===== config.mk =====
export PLATFORM = sky130hd
export DESIGN_NAME = entity_tick_scheduler
export DESIGN_NICKNAME = d
export VERILOG_FILES = /design/src/rtl/entity_tick_scheduler.sv
export SDC_FILE = /design/constraint.sdc
export NUM_CORES = 1
export LEC_CHECK = 0
export CORE_MARGIN = 5
export CORE_UTILIZATION = 50
export CTS_CLUSTER_SIZE = 14
export DETAILED_ROUTE_END_ITERATION = 10
export PLACE_DENSITY = 0.69
export SLEW_MARGIN = 15
export SYNTH_ARGS = -nofsm -noshare
export SYNTH_HDL_FRONTEND = slang
export SYNTH_SLANG_ARGS = --single-unit

===== constraint.sdc =====
create_clock -name frame_clk -period 2.4 [get_ports frame_clk]
set_input_delay 0.48 -clock frame_clk [delete_from_list [all_inputs] [get_ports frame_clk]]
set_output_delay 0.48 -clock frame_clk [all_outputs]
set_load 0.02 [all_outputs]

===== src/rtl/entity_tick_scheduler.sv =====
// Frame-rate scheduler for the game loop. It handles PAUSED/RUN/HALTED control, per-entity update
// tick strobes and a locking round-robin arbiter for the shared grid/collision port.
module entity_tick_scheduler #(
    parameter int PLAYER_PERIOD = 4,
    parameter int DRAGON_PERIOD = 8,
    parameter int SHEEP_PERIOD  = 16
) (
    input  logic       frame_clk,
    input  logic       rst,
    input  logic       start,
    input  logic       game_over,
    input  logic [2:0] req,
    output logic [2:0] tick,
    output logic [2:0] grant,
    output logic [1:0] sched_state,
    output logic [7:0] frame_count
);

    typedef enum logic [1:0] {
        PAUSED = 2'b00,
        RUN    = 2'b01,
        HALTED = 2'b10
    } state_t;

    localparam logic [2:0][4:0] CNT_MAX = {5'(SHEEP_PERIOD - 1),
                                           5'(DRAGON_PERIOD - 1),
                                           5'(PLAYER_PERIOD - 1)};

    state_t          state;
    state_t          state_nxt;
    logic            start_prev;
    logic            start_press;
    logic            run_edge;
    logic [2:0][4:0] cnt;
    logic [2:0][4:0] cnt_nxt;
    logic [2:0]      wrap;
    logic [1:0]      last_granted;
    logic [1:0]      last_nxt;
    logic [2:0]      grant_nxt;
    logic            found;
    int              arb_idx;

    assign start_press = start & ~start_prev;
    assign sched_state = state;

    // The edge that leaves RUN does not count as a RUN frame, so a pause resumes on the exact phase.
    assign run_edge = (state == RUN) && (state_nxt == RUN);

    always_ff @(posedge frame_clk or posedge rst) begin
        if (rst) begin
            state <= PAUSED;
        end else begin
            state <= state_nxt;
        end
    end

    always_comb begin
        state_nxt = state;
        case (state)
            PAUSED: begin
                if (game_over)        state_nxt = HALTED;
                else if (start_press) state_nxt = RUN;
            end
            RUN: begin
                if (game_over)        state_nxt = HALTED;
                else if (start_press) state_nxt = PAUSED;
            end
            HALTED:  state_nxt = HALTED;
            default: state_nxt = PAUSED;
        endcase
    end

    always_comb begin
        wrap    = '0;
        cnt_nxt = cnt;
        for (int i = 0; i < 3; i++) begin
            wrap[i]    = (cnt[i] == CNT_MAX[i]);
            cnt_nxt[i] = wrap[i] ? 5'd0 : cnt[i] + 5'd1;
        end
    end

    // The current owner keeps the port while it still requests. Otherwise the search starts one
    // past the last owner.
    always_comb begin
        grant_nxt = '0;
        last_nxt  = last_granted;
        found     = 1'b0;
        arb_idx   = 0;
        if ((grant & req) != 3'b000) begin
            grant_nxt = grant;
        end else begin
            for (int k = 1; k <= 3; k++) begin
                arb_idx = (int'(last_granted) + k) % 3;
                if (!found && req[arb_idx]) begin
                    found              = 1'b1;
                    grant_nxt[arb_idx] = 1'b1;
                    last_nxt           = 2'(arb_idx);
                end
            end
        end
    end

    always_ff @(posedge frame_clk or posedge rst) begin
        if (rst) begin
            start_prev   <= 1'b0;
            cnt          <= '0;
            tick         <= '0;
            grant        <= '0;
            last_granted <= 2'd2;
            frame_count  <= '0;
        end else begin
            start_prev <= start;
            if (run_edge) begin
                cnt          <= cnt_nxt;
                tick         <= wrap;
                grant        <= grant_nxt;
                last_granted <= last_nxt;
                frame_count  <= frame_count + 8'd1;
            end else begin
                tick  <= '0;
                grant <= '0;
            end
        end
    end

endmodule

=== Word-level counts from Yosys, hierarchy flattened ===
Index checks and enable logic that the tools add are counted.

* Bits of input ports: 7
* Output and inout bits: 16
* Register bits after elaboration: 34
* Logic and storage cells: 88

* Bitwise operators: 6
* Add/subtract/negate cells: 7
* Reductions and logical operators: 12
* Muxes and demuxes: 38
* Divide/modulo/power cells: 3
* Order comparisons: 6
* Eq/ne operators: 7

{| class="wikitable"
|+ Operators by type and width
! operator !! number
|-
| $ge 32x1->1 const B || 3
|-
| $lt 32x4->1 const B || 3
|-
| $mod 32x3->32 const B || 3
|-
| $mux 3 || 8
|-
| $add 5x1->5 const B || 3
|-
| $mux 5 || 3
|-
| $mux 2 || 7
|-
| $mux 1 || 13
|-
| $add 8x1->8 const B || 1
|-
| $add 2x2->3 const B || 2
|-
| $bmux 1 s2 || 3
|-
| $demux 1 s2 || 3
|-
| $logic_and 1x1->1 || 6
|-
| $or 3x3->3 || 2
|-
| $pmux 2 s3 || 1
|-
| $reduce_bool 3->1 || 2
|-
| $eq 5x2->1 const B || 1
|-
| $eq 5x3->1 const B || 1
|-
| $eq 5x4->1 const B || 1
|-
| $eq 2x1->1 const B || 2
|-
| $add 2x1->3 const B || 1
|-
| $and 3x3->3 || 1
|-
| $reduce_and 3->1 || 1
|-
| $eq 2x2->1 const B || 1
|-
| other kinds (5) || 7
|}

=== Longest topological paths before layout ===
Gate-level depths: netlist of the first run.

* Depth in word-level cells: 16
* Mapped depth: 8
* Mapped depth without buffers: 7

=== Worst setup path before layout of the first run ===
Ideal clock, no wire load.

* Path kind: reg-to-reg
* Start point: register last_granted[1]
* End point: register last_granted[1]
* Setup slack: 0.641 ns
* Library setup time: 0.060 ns
* Stages on the path, launching flop included: 7
* Clock period less this slack: 1.759 ns
* Path buffers: 1
* Arrival: 1.699 ns
* Data required time: 2.340 ns
* Cells stage by stage: dfstp_2 > ha_1 > buf_4 > o211a_1 > nor3_4 > mux2i_1 > o22a_1

* Longest elaborated chain between the ends: 15
* Elaborated cells between the ends (all ways): 28
* Classes of those cells: add/sub (3); div (3); mux (16); reduce/logical (6)

{| class="wikitable"
|+ RTL lines
! item !! line !! RTL
|-
| from (decl) || 37 || <nowiki>logic [1:0] last_granted;</nowiki>
|-
| from (signal assigned) || 117 || <nowiki>last_granted <= last_nxt;</nowiki>
|-
| $add 2x1->3 || 93 || <nowiki>arb_idx = (int'(last_granted) + k) % 3;</nowiki>
|-
| $mod 32x3->32 || 93 ||
|-
| $bmux 1 s2 || 94 || <nowiki>if (!found && req[arb_idx]) begin</nowiki>
|-
| $mux 1 (not written as such) (2 in a row) || 94 ||
|-
| $mux 1 || 94 ||
|-
| $mux 1 || 89 || <nowiki>if ((grant & req) != 3'b000) begin</nowiki>
|-
| $logic_not 1->1 || 94 ||
|-
| $logic_and 1x1->1 || 94 ||
|-
| $mux 1 || 94 ||
|-
| $mux 1 || 89 ||
|-
| $logic_not 1->1 || 94 ||
|-
| $logic_and 1x1->1 || 94 ||
|-
| $reduce_bool 3->1 (no line) || - ||
|-
| $reduce_and 3->1 (no line) || - ||
|}

Parallel ways exist; a longest one is shown, timed or not. The select of a mux whose other input is x is not followed.
A chain may end at the register's enable or synchronous reset.

=== Worst setup path in the final report of the first run ===
* Start point: register last_granted[0]
* End point: register last_granted[0]

The elaborated chain is that of the path after synthesis.

==> impl_metrics.sql, run 1 <==
INSERT INTO impl_metrics (metric_group, metric, value, unit) VALUES
('status', 'status', 'finished, final reports clean', ''),
('detailed_routing', 'totalWireLength', '3500', 'um'),
('cells_and_area', 'layout.cells.non_filler', '255', ''),
('timing', 'max_clock_freq', '482', 'MHz'),
('floorplanning', 'die_wd', '70.1', 'um'),
('clock_network', 'cts.htree.levels', '2', ''),
('clock_network', 'ctsResizeCount', '0', ''),
('power', 'total_leakage_power', '0.971', 'nW'),
('power', 'ir_worst_vdd', '272', 'uV'),
('timing', 'rsz0062_at_grt', 'false', ''),
('clock_network', 'cts-buffers-inserted', '5', ''),
('synthesis', 'synthesized_netlist_cell_count', '185', ''),
('global_routing', 'first_global_vias', '1391', ''),
('synthesis', 'postSynthAreaPerCell', '9.77', 'um2'),
('synthesis', 'postSynthRegisterBits', '34', ''),
('timing', 'finalCriticalPeriod', '2.08', 'ns'),
('global_routing', 'overflow', '0', ''),
('power', 'seq_power_share', '59.1', '%'),
('synthesis', 'async_reset_ff_share', '100', '%'),
('place', 'dp.cells', '249', ''),
('clock_network', 'cts_num_sinks', '34', ''),
('worst_setup_path', 'setup_crit_start_kind', 'flop', ''),
('place', 'dp.final_hpwl', '2630', 'um'),
('cells_and_area', 'area_growth', '17.3', '%'),
('detailed_routing', 'routed-via-count', '1411', ''),
('synthesis', 'syn-cell-area', '1810', 'um2'),
('global_routing', 'grt_start_max_net_pins', '35', ''),
('timing', 'fin_worst_skew', '0.00735', 'ns'),
('cells_and_area', 'antennaDiodeCount', '0', ''),
('synthesis', 'edff_count_synth', '0', ''),
('clock_network', 'ctsHoldBuffers', '0', ''),
('timing', 'timing.setup.tns', '0', 'ns'),
('hold_path', 'hold_path_class', 'reg2reg', ''),
('detailed_routing', 'final_antenna_net_count', '0', ''),
('synthesis', 'synthesis.yosys.warnings', '0', ''),
('worst_setup_path', 'regToRegEndpoint', 'last_granted[0]', ''),
('floorplanning', 'floorplan.core_area', '3420', 'um2'),
('worst_setup_path', 'worst-endpoint-required', '2.64', 'ns'),
('global_routing', 'met2_usage', '25.5', '%'),
('cells_and_area', 'drive_gt1_share', '7.66', '%'),
('worst_setup_path', 'r2r_setup_slack', '0.32', 'ns'),
('detailed_routing', 'drt_pass1_iterations', '4', ''),
('timing', 'final_critical_path_setup_slack', '0.324', 'ns'),
('global_routing', 'initial_antenna_violation_count', '0', ''),
('synthesis', 'synth_top_flop_cell', 'sky130_fd_sc_hd__dfrtp_1', ''),
('worst_setup_path', 'highest_net_fanout_along_the_worst_path', '11', ''),
('global_routing', 'grt.busiest_layer', 'met2', ''),
('worst_setup_path', 'cp_data_arrival_time', '2.32', 'ns'),
('place', 'routabilityCongestion', '0.947', ''),
('floorplanning', 'floorplan.io_pins', '23', ''),
('detailed_routing', 'remaining_drc_errors', '0', ''),
('global_routing', 'use_met3', '6.03', '%'),
('timing', 'fin_crit_sh', '86.5', '%'),
('timing', 'timing_worst_slew_pin_value', '0.414', 'ns'),
('global_routing', 'grt_first_pass_wirelength', '6220', 'um'),
('timing', 'slew_violations', '0', ''),
('synthesis', 'synth_seq_area_share', '47.1', '%'),
('detailed_routing', 'drt-initial-drc-count', '61', ''),
('power', 'power', '987', 'uW'),
('floorplanning', 'dieArea', '4920', 'um2'),
('cells_and_area', 'filler_cell_count', '282', ''),
('worst_setup_path', 'worstReg2RegStart', 'last_granted[0]', ''),
('worst_setup_path', 'critPathCaptureType', 'flop', ''),
('clock_network', 'clkSlewWorstSetupHoldPaths', '0.09', 'ns'),
('clock_network', 'tritoncts', 'built', ''),
('synthesis', 'post_synth_num_cell_types', '41', ''),
('hold_path', 'min_path_cells', '1', ''),
('floorplanning', 'floorplan.rows', '21', ''),
('power', 'combPwrFrac', '9.7', '%'),
('run', 'maxCapViolCount', '0', ''),
('clock_network', 'clock_insertion_delay_worst_skew', '0.33', 'ns');
## routing by layer
layer,up-vias,part of all wire (%)
li1,696,-
met1,672,45
met2,33,47
met3,10,5.5
met4,0,2.3
met5,-,0
## power groups by stage
stage | registers [mW] | logic (mW) | clock network, mW
after floorplan | 0.594 | 0.0704 | 0
after CTS | 0.583 | 0.0958 | 0.321
final | 0.583 | 0.0959 | 0.307
after global routing | 0.585 | 0.108 | 0.352
after detailed placement | 0.595 | 0.0959 | 0
after global placement | 0.594 | 0.0943 | 0
## worst max-delay path by stage
stage / startpoint / endpoint / slack, ns / cells after the start
global placement: req[1] / grant[0] / 0.34 / 6
CTS: last_granted[0] / last_granted[0] / 0.32 / 7
global route: last_granted[0] / last_granted[1] / 0.18 / 7
finish: last_granted[0] / last_granted[0] / 0.32 / 7
floorplan: last_granted[1] / last_granted[1] / 0.64 / 6
detailed placement: req[2] / last_granted[0] / 0.32 / 6
## through the flow
stage	cell area (um2)	utilization, %
final	2120	62.1
after global routing	2120	62.1
after CTS	2120	62.1
after detailed placement	2070	60.6
after global placement	2070	60.6
after floorplan	1810	-
## final cells by class
| cell class | count | area (um2) | area share (%) |
|---|---|---|---|
| Clock buffer | 6 | 51.3 | 2.42 |
| Tap cell | 46 | 57.6 | 2.71 |
| Timing Repair Buffer | 25 | 255 | 12.0 |
| Multi-Input combinational cell | 134 | 867 | 40.9 |
| Inverter | 10 | 37.5 | 1.77 |
| Sequential cell | 34 | 852 | 40.2 |
## critical path, stage by stage (launching register included)
cell	delay, ns
sky130_fd_sc_hd__dfrtp_1	0.40
sky130_fd_sc_hd__inv_1	0.09
sky130_fd_sc_hd__ha_1	0.51
sky130_fd_sc_hd__mux2i_1	0.27
sky130_fd_sc_hd__nor2_1	0.11
sky130_fd_sc_hd__nor4_1	0.33
sky130_fd_sc_hd__nor2_1	0.10
sky130_fd_sc_hd__o211ai_1	0.18
## cells in the mapped netlist, types with 2 or more instances
cell type,instances,area share [%]
sky130_fd_sc_hd__buf_4,2,0.83
sky130_fd_sc_hd__nand2b_1,4,1.4
sky130_fd_sc_hd__xnor2_1,12,5.8
sky130_fd_sc_hd__ha_1,8,5.5
sky130_fd_sc_hd__and3_1,2,0.69
sky130_fd_sc_hd__nand3_1,3,0.83
sky130_fd_sc_hd__o21ai_0,8,2.2
sky130_fd_sc_hd__and2_1,2,0.69
sky130_fd_sc_hd__a31oi_1,2,0.69
sky130_fd_sc_hd__a21o_1,5,2.1
sky130_fd_sc_hd__buf_2,2,0.55
sky130_fd_sc_hd__nor3_1,6,1.7
sky130_fd_sc_hd__buf_6,2,1.2
sky130_fd_sc_hd__dfrtp_1,33,46
sky130_fd_sc_hd__mux2i_1,5,2.8
sky130_fd_sc_hd__nand4_1,8,2.8
sky130_fd_sc_hd__inv_1,10,2.1
sky130_fd_sc_hd__and4_1,2,0.97
sky130_fd_sc_hd__nand3b_1,2,0.83
sky130_fd_sc_hd__a21oi_1,8,2.2
sky130_fd_sc_hd__nand2_1,27,5.6
sky130_fd_sc_hd__a22oi_1,2,0.83
sky130_fd_sc_hd__nor2_1,12,2.5
## state kept, by name (all words and copies together) (netlist names)
signal	count
start_prev	1
tick	3
cnt	15
grant	3
last_granted	2
sched_state	2
frame_count	8
## placed cells by master, fill, tap and decap left out, types with 2 or more instances in the layout
cell / synthesis / routed
sky130_fd_sc_hd__o21ai_0: 8 / 8
sky130_fd_sc_hd__xnor2_1: 12 / 12
sky130_fd_sc_hd__a21o_1: 5 / 5
sky130_fd_sc_hd__a21oi_1: 8 / 8
sky130_fd_sc_hd__inv_1: 10 / 10
sky130_fd_sc_hd__a31oi_1: 2 / 2
sky130_fd_sc_hd__and4_1: 2 / 2
sky130_fd_sc_hd__nand2b_1: 4 / 4
sky130_fd_sc_hd__buf_4: 2 / 2
sky130_fd_sc_hd__dfrtp_1: 33 / 33
sky130_fd_sc_hd__and2_1: 2 / 2
sky130_fd_sc_hd__clkdlybuf4s50_1: 0 / 22
sky130_fd_sc_hd__nor3_1: 6 / 6
sky130_fd_sc_hd__mux2i_1: 5 / 5
sky130_fd_sc_hd__ha_1: 8 / 8
sky130_fd_sc_hd__nor2_1: 12 / 12
sky130_fd_sc_hd__and3_1: 2 / 2
sky130_fd_sc_hd__nand3_1: 3 / 3
sky130_fd_sc_hd__nand2_1: 27 / 27
sky130_fd_sc_hd__a22oi_1: 2 / 2
sky130_fd_sc_hd__nand3b_1: 2 / 2
sky130_fd_sc_hd__nand4_1: 8 / 8
sky130_fd_sc_hd__clkbuf_4: 0 / 5
## cell families after synthesis
group | count (synthesis) | share of synthesized area, %
fa+ha+maj | 8 | 5.54
compound gates | 36 | 13.2
buf+inv | 17 | 4.91
xor+xnor | 13 | 6.30
mux | 6 | 3.39
simple gates | 71 | 19.5
flops | 34 | 47.1
No activity file was read; power rests on OpenSTA's default activity.
==> run 2: changes to the inputs <==
- CAP_MARGIN: unset -> 15
==> results of run 2 <==
Final layout, timing and power as in run 1 (identical DEF).
